### src/rtl/matmul_op_sequencer.sv
// rtl/matmul_op_sequencer.sv - head/row/col/inner loop sequencer for the MAC datapath
// Issues one A/B operand pair per handshake and tracks C write-backs still in flight.
module matmul_op_sequencer #(
   parameter int ADDR_W  = 32,
   parameter int DIM_W   = 16,
   parameter int HEAD_W  = 4,
   parameter int MAX_OUT = 8
) (
   input  logic              clk,
   input  logic              reset,
   input  logic              start,
   input  logic              abort,
   input  logic [DIM_W-1:0]  cfg_m,
   input  logic [DIM_W-1:0]  cfg_n,
   input  logic [DIM_W-1:0]  cfg_k,
   input  logic [HEAD_W-1:0] cfg_heads,
   input  logic [ADDR_W-1:0] cfg_base_a,
   input  logic [ADDR_W-1:0] cfg_base_b,
   input  logic [ADDR_W-1:0] cfg_base_c,
   output logic              op_valid,
   input  logic              op_ready,
   output logic [ADDR_W-1:0] op_a_addr,
   output logic [ADDR_W-1:0] op_b_addr,
   output logic [ADDR_W-1:0] op_c_addr,
   output logic              op_first,
   output logic              op_last,
   input  logic              wb_ack,
   output logic              busy,
   output logic              done,
   output logic              err_cfg,
   output logic              aborted
);

   localparam int OUT_W = $clog2(MAX_OUT + 1);

   typedef enum logic [1:0] {S_IDLE, S_ISSUE, S_DRAIN, S_DONE} state_t;

   state_t state, state_nxt;

   logic [DIM_W-1:0]  m_r, n_r, k_r;
   logic [HEAD_W-1:0] heads_r;
   logic [HEAD_W-1:0] h_idx;
   logic [DIM_W-1:0]  i_idx, j_idx, k_idx;
   logic [ADDR_W-1:0] a_ptr, a_row;
   logic [ADDR_W-1:0] b_ptr, b_col, b_head;
   logic [ADDR_W-1:0] c_ptr;
   logic [OUT_W-1:0]  out_cnt, out_nxt;
   logic              err_cfg_r, aborted_r;

   logic cfg_ok, in_issue, last_k, last_j, last_i, last_h, final_op;
   logic throttle, xfer, out_inc, out_dec, abort_acc, start_acc;

   always_comb begin
      cfg_ok    = (cfg_m != '0) && (cfg_n != '0) && (cfg_k != '0) && (cfg_heads != '0);
      in_issue  = (state == S_ISSUE);
      last_k    = (k_idx == k_r - DIM_W'(1));
      last_j    = (j_idx == n_r - DIM_W'(1));
      last_i    = (i_idx == m_r - DIM_W'(1));
      last_h    = (h_idx == heads_r - HEAD_W'(1));
      final_op  = last_k && last_j && last_i && last_h;
      // An op_last op would push one more result in flight; hold it back at the limit.
      throttle  = last_k && (out_cnt == OUT_W'(MAX_OUT));
      op_valid  = in_issue && !throttle;
      xfer      = op_valid && op_ready;
      out_inc   = xfer && last_k;
      out_dec   = wb_ack && (out_cnt != '0);
      abort_acc = abort && ((state == S_ISSUE) || (state == S_DRAIN));
      start_acc = (state == S_IDLE) && start && cfg_ok;

      out_nxt = out_cnt;
      if (out_inc && !out_dec) begin
         out_nxt = out_cnt + OUT_W'(1);
      end else if (!out_inc && out_dec) begin
         out_nxt = out_cnt - OUT_W'(1);
      end
   end

   always_comb begin
      op_a_addr = in_issue ? a_ptr : '0;
      op_b_addr = in_issue ? b_ptr : '0;
      op_c_addr = in_issue ? c_ptr : '0;
      op_first  = in_issue && (k_idx == '0);
      op_last   = in_issue && last_k;
      busy      = (state != S_IDLE);
      done      = (state == S_DONE);
      err_cfg   = err_cfg_r;
      aborted   = aborted_r;
   end

   always_comb begin
      state_nxt = state;
      case (state)
         S_IDLE: begin
            if (start_acc) state_nxt = S_ISSUE;
         end
         S_ISSUE: begin
            if (abort) begin
               state_nxt = S_IDLE;
            end else if (xfer && final_op) begin
               state_nxt = S_DRAIN;
            end
         end
         S_DRAIN: begin
            if (abort) begin
               state_nxt = S_IDLE;
            end else if (out_nxt == '0) begin
               state_nxt = S_DONE;
            end
         end
         S_DONE:  state_nxt = S_IDLE;
         default: state_nxt = S_IDLE;
      endcase
   end

   always_ff @(posedge clk) begin
      if (reset) begin
         state     <= S_IDLE;
         m_r       <= '0;
         n_r       <= '0;
         k_r       <= '0;
         heads_r   <= '0;
         h_idx     <= '0;
         i_idx     <= '0;
         j_idx     <= '0;
         k_idx     <= '0;
         a_ptr     <= '0;
         a_row     <= '0;
         b_ptr     <= '0;
         b_col     <= '0;
         b_head    <= '0;
         c_ptr     <= '0;
         out_cnt   <= '0;
         err_cfg_r <= 1'b0;
         aborted_r <= 1'b0;
      end else begin
         state     <= state_nxt;
         err_cfg_r <= (state == S_IDLE) && start && !cfg_ok;
         aborted_r <= abort_acc;
         out_cnt   <= abort_acc ? '0 : out_nxt;

         if (start_acc) begin
            m_r     <= cfg_m;
            n_r     <= cfg_n;
            k_r     <= cfg_k;
            heads_r <= cfg_heads;
            h_idx   <= '0;
            i_idx   <= '0;
            j_idx   <= '0;
            k_idx   <= '0;
            a_ptr   <= cfg_base_a;
            a_row   <= cfg_base_a;
            b_ptr   <= cfg_base_b;
            b_col   <= cfg_base_b;
            b_head  <= cfg_base_b;
            c_ptr   <= cfg_base_c;
         end else if (xfer) begin
            if (!last_k) begin
               k_idx <= k_idx + DIM_W'(1);
               a_ptr <= a_ptr + ADDR_W'(1);
               b_ptr <= b_ptr + ADDR_W'(n_r);
            end else begin
               k_idx <= '0;
               c_ptr <= c_ptr + ADDR_W'(1);
               if (!last_j) begin
                  j_idx <= j_idx + DIM_W'(1);
                  a_ptr <= a_row;
                  b_col <= b_col + ADDR_W'(1);
                  b_ptr <= b_col + ADDR_W'(1);
               end else begin
                  // Row and head bases are contiguous: the next one starts right after the last word used.
                  j_idx <= '0;
                  a_row <= a_ptr + ADDR_W'(1);
                  a_ptr <= a_ptr + ADDR_W'(1);
                  if (!last_i) begin
                     i_idx <= i_idx + DIM_W'(1);
                     b_col <= b_head;
                     b_ptr <= b_head;
                  end else begin
                     i_idx  <= '0;
                     h_idx  <= h_idx + HEAD_W'(1);
                     b_head <= b_ptr + ADDR_W'(1);
                     b_col  <= b_ptr + ADDR_W'(1);
                     b_ptr  <= b_ptr + ADDR_W'(1);
                  end
               end
            end
         end
      end
   end

endmodule

### config.mk
export PLATFORM = sky130hd
export DESIGN_NAME = matmul_op_sequencer
export DESIGN_NICKNAME = d
export VERILOG_FILES = /design/src/rtl/matmul_op_sequencer.sv
export SDC_FILE = /design/constraint.sdc
export NUM_CORES = 1
export LEC_CHECK = 0
export ABC_AREA = 1
export CELL_PAD_IN_SITES_DETAIL_PLACEMENT = 1
export CELL_PAD_IN_SITES_GLOBAL_PLACEMENT = 1
export CORE_MARGIN = 1
export CORE_UTILIZATION = 36
export DETAILED_ROUTE_END_ITERATION = 7
export MAX_ROUTING_LAYER = met4
export PLACE_DENSITY = 0.76
export SLEW_MARGIN = 5
export SYNTH_ARGS = -nofsm -noshare
export SYNTH_HDL_FRONTEND = slang
export SYNTH_SLANG_ARGS = --single-unit
### constraint.sdc
create_clock -name clk -period 2.6 [get_ports clk]
set_input_delay 0.39 -clock clk [delete_from_list [all_inputs] [get_ports clk]]
set_output_delay 0.39 -clock clk [all_outputs]
set_load 0.03 [all_outputs]
==> flow_metrics.env, run 1 <==
export IMPL_io_pins=257
export IMPL_holdBufCountCts=0
export IMPL_synth_edff_count=0
export IMPL_ys_warn_count=0
export IMPL_cts_buffers=40
export IMPL_gr_total_overflow=18
export IMPL_fp_dieW_um=244
export IMPL_track_usage_pct=78.5
export IMPL_synth_avg_cell_area_um2=6.37
export IMPL_start_util_pct=36.5
export IMPL_endpoint_type="register input"
export IMPL_die_h_um=244
export IMPL_worst_endpoint="b_col[18]$_SDFFE_PP0P_/D"
export IMPL_ys_seq_elements=304
export IMPL_status="aborted with a tool error"
export IMPL_async_flop_share_pct=0
export IMPL_synth_seq_area_share_pct=28.9
export IMPL_dpl_instance_area_um2=28600
export IMPL_syn_nets=3498
export IMPL_error="[ERROR GRT-0232] Routing congestion too high. Check the congestion heatmap in the GUI."
export IMPL_hpwl_mm=68.9
export IMPL_rows=88
export IMPL_pre_cts_ws_ns=-0.614
export IMPL_antenna_found_initial=9
export IMPL_grt_max_degree=55
export IMPL_synth_ff_type="dfxtp_1"
export IMPL_gp_congestion=0.932
export IMPL_stop_stage="5_1_grt"
export IMPL_h_tree_depth=2
export IMPL_ys_types=68
export IMPL_cts_root_buf="clkbuf_16"
export IMPL_portBuffers=256
export IMPL_syn_inst=3307
export IMPL_synth_area_um2=21100
export IMPL_clock_sinks=304
export IMPL_cts_buffer_depth=3
kinds of logic after synthesis:
logic type,Yosys count,share of synthesized area [%]
buffers and inverters,593,11.2
and+or+nand+nor,1493,30.9
DFF,304,28.9
AOI/OAI and AO/OA,684,18.5
muxes,2,0.0951
xor gates and xnor gates,194,8.21
adders and majority gates,37,2.23
Yosys cell counts (3+ instances only):
master    instances  area, um^2
nand3_1         147         736
clkbuf_1         82         308
a22oi_1          21         158
a211oi_1          8        60.1
a221oi_1          3        26.3
nor2_2           22         138
xor2_1          142        1240
nand2_4           3        33.8
buf_1            14        52.6
nor3b_1           6        45.0
a31oi_1          56         350
o21ai_0         254        1270
buf_6             3        33.8
nor2_1          303        1140
a21boi_0         13        97.6
buf_4             3        22.5
or2_2             9        56.3
nor2_4            7        78.8
o221ai_1          3        26.3
ha_1             36         450
nand4_1          50         313
o21bai_1          6        45.0
clkinv_1          4        15.0
o211ai_1         46         345
nor3_1           78         390
nand3_2           6        60.1
a41oi_1          12         105
nor3_2            3        30.0
o22ai_1          27         169
clkbuf_8          5        68.8
a21oi_1         208        1040
nand2_2           5        31.3
dfxtp_1         304        6090
nand2_1         800        3000
buf_2            29         145
inv_2            11        41.3
nor4_1           27         169
nand3b_1         10        75.1
o21a_1            5        37.5
o21ai_1          11        55.1
inv_1           440        1650
xnor2_1          50         438
per-stage QoR:
stage / std cells / hold WS (ns) / utilization, %
2_1_floorplan: 3307 / 0.429 / -
3_3_place_gp: 4745 / 0.442 / 49.6
3_5_place_dp: 4745 / 0.446 / 49.6
4_1_cts: 4903 / 0.151 / 56.1
routing by layer:
layer  global-route usage (%)  overflow
met1                     74.9         0
met2                     91.8         2
met3                     68.7         6
met4                     75.6        10
met5                        -         -
timing repair:
action                                  CTS
gates cloned                             15
pin swaps                               175
resized for setup                       595
endpoints found under the setup margin  349
setup buffers                            85
==> run 2: changes to the inputs <==
- CELL_PAD_IN_SITES_DETAIL_PLACEMENT: 1 -> default
- CELL_PAD_IN_SITES_GLOBAL_PLACEMENT: 1 -> default
- CORE_UTILIZATION: 36 -> 35
- MAX_ROUTING_LAYER: met4 -> default
- PLACE_DENSITY: 0.76 -> default
- PLACE_DENSITY_LB_ADDON: default -> 0.15
- clock period: 2.6 -> 3.4 ns (I/O delays scaled with it)
==> run 2 against run 1 <==
  * The flow now finishes, with violations (design-rule violations)
  * Synthesized cell count stayed put
  * Synthesized area is the same
==> flow_metrics.env, run 2 <==
export IMPL_h_tree_depth=2
export IMPL_syn_inst=3307
export IMPL_p_leak_nw=11.3
export IMPL_wl_per_cell_um=17.6
export IMPL_p_per_area_nw_per_um2=629
export IMPL_holdBufCountCts=0
export IMPL_cap_violations=0
export IMPL_whs_ns=0.422
export IMPL_criticalPathCategory="reg2out"
export IMPL_cts_root_buf="clkbuf_16"
export IMPL_cts_buffers=40
export IMPL_finalSetupTns_ns=0
export IMPL_grt_pass1_vias=20900
export IMPL_drt_first_pass_iters=8
export IMPL_syn_nets=3498
export IMPL_reg2regPathDepth=15
export IMPL_synth_most_common_cell="nand2_1"
export IMPL_yosysTopAreaCell="dfxtp_1"
export IMPL_worstHoldStart="reset"
export IMPL_via_per_inst=5.11
export IMPL_pre_cts_ws_ns=0.141
export IMPL_gr_total_overflow=0
export IMPL_synth_top_area_share_pct=28.9
export IMPL_antenna_left=0
export IMPL_fp_dieW_um=247
export IMPL_insertion_delay_ns=0.57
export IMPL_ys_types=68
export IMPL_nNetsFinal=3762
export IMPL_start_util_pct=35.5
export IMPL_setup_viol=0
export IMPL_grt_max_degree=90
export IMPL_synthTopCellsByCount="nand2_1 (800), inv_1 (440), dfxtp_1 (304)"
export IMPL_path_clk_slew_ns=0.05
export IMPL_final_cell_mix="nand2_1 (792), inv_1 (439), dfxtp_1 (303)"
export IMPL_dpl_instance_area_um2=24900
export IMPL_max_freq_ghz=0.311
export IMPL_ys_seq_elements=304
export IMPL_antenna_found_initial=1
export IMPL_rsz0062_at_grt="true"
export IMPL_synth_edff_count=0
export IMPL_cts_buffer_depth=3
export IMPL_async_flop_share_pct=0
export IMPL_portBuffers=256
export IMPL_hold_path_class="in2reg"
export IMPL_layout_commonest_cell="nand2_1"
export IMPL_hpwl_mm=56.3
export IMPL_fill_cells=6345
export IMPL_r2r_setup_slack_ns=0.26
export IMPL_drive_above_1_share_pct=7.12
export IMPL_io_pins=257
export IMPL_vdd_ir_drop_max_uv=373
export IMPL_arrival_ns=2.71
export IMPL_ys_warn_count=0
export IMPL_vias=22300
export IMPL_drtIter0Drc=1376
export IMPL_clock_sinks=304
export IMPL_synth_ff_type="dfxtp_1"
export IMPL_path_max_fanout=56
export IMPL_final_cells=4367
export IMPL_diodes=0
export IMPL_end_kind="output pin"
export IMPL_synth_avg_cell_area_um2=6.37
export IMPL_synth_area_um2=21100
export IMPL_fin_worst_skew_ns=0.0187
export IMPL_die_area_um2=61100
export IMPL_min_delay_path_depth=2
export IMPL_area_growth_pct=24.4
export IMPL_dp_cells=4301
export IMPL_fin_crit_ns=3.22
export IMPL_coreArea_um2=59200
export IMPL_worstMarginPinSlew_ns=0.755
export IMPL_fin_crit_sh_pct=94.6
export IMPL_r2r_start="b_ptr[0]"
export IMPL_rr_endpoint="b_ptr[30]"
export IMPL_status="finished with violations"
export IMPL_yosys_top_cells_area="dfxtp_1 (29%), nand2_1 (14%), inv_1 (7.8%), o21ai_0 (6.0%), xor2_1 (5.9%)"
export IMPL_cts_tree="built"
export IMPL_layout_setup_ws_ns=0.183
export IMPL_synth_seq_area_share_pct=28.9
export IMPL_violations="design-rule violations"
export IMPL_holdPathEnd="b_ptr[3]"
export IMPL_hold_viol_final=0
export IMPL_drv_slew=0
export IMPL_wl_mm=76.7
export IMPL_start_kind="flop"
export IMPL_die_h_um=247
export IMPL_track_usage_pct=24.7
export IMPL_gp_congestion=0.925
export IMPL_critPathRequiredTime_ns=2.89
export IMPL_fin_area_um2=26200
export IMPL_slew_headroom_pct=49.2
export IMPL_rows=89
export IMPL_grt_pass1_wl_mm=118
export IMPL_drc=11
run 2: per-stage QoR:
step	utilization (%)	power, mW
floorplan	-	9.92
global placement	42.1	12.4
detailed placement	42.1	12.4
CTS	44.1	16.5
global route	44.2	17.6
finish	44.2	16.5
run 2: area by class of cell:
cell class	instances	area, um^2	area share (%)
Multi-Input combinational cell	2410	12700	48.4
Sequential cell	304	6090	23.2
Timing Repair Buffer	358	3530	13.5
Inverter	457	1730	6.60
Clock buffer	62	1170	4.49
Tap cell	773	967	3.69
Clock inverter	3	15.0	0.0573
run 2: where the power goes:
group | switching (mW) | internal, mW
Clock | 1.67 | 2.35
Combinational | 4.68 | 2.71
Sequential | 0.815 | 4.23
run 2: what timing repair did:
item                       CTS  global route
setup endpoints to repair    2            51
pin swaps                    0             3
resized for setup            2            22
setup buffers                0             1
run 2: how the worst max path moves through the flow:
stage,startpoint,to,depth (start not counted)
CTS,k_r[0],op_last,13
detailed placement,k_r[0],i_idx[1],15
floorplan,b_ptr[0],b_ptr[30],15
global route,m_r[0],b_ptr[1],21
global placement,k_r[0],a_row[23],19
finish,state[1],op_b_addr[1],6
run 2: worst max-delay path: stages (launching register included):
cell and delay (ns):
dfxtp_1 0.33, inv_1 0.16, ha_4 0.29, buf_12 0.27, nand2_1 0.16, inv_1 0.16
clkdlybuf4s50_1 0.70
run 2: per-layer routing:
| metal | share of wire [%] | vias up | global-route usage [%] | wire length (um) |
|---|---|---|---|---|
| li1 | - | 11400 | - | - |
| met1 | 47 | 10200 | 34.4 | 36100 |
| met2 | 45 | 650 | 39.9 | 34400 |
| met3 | 5.7 | 100 | 2.75 | 4400 |
| met4 | 2.3 | 2 | 6.77 | 1790 |
| met5 | 0.017 | - | 0 | 13 |
run 2: kinds of logic after synthesis:
family	after synthesis	share of synthesized area (%)
AOI/OAI and AO/OA	684	18.5
xor gates and xnor gates	194	8.21
adders and majority gates	37	2.23
buffers and inverters	593	11.2
DFF	304	28.9
muxes	2	0.0951
and+or+nand+nor	1493	30.9
Power figures use the tool's default switching activity.
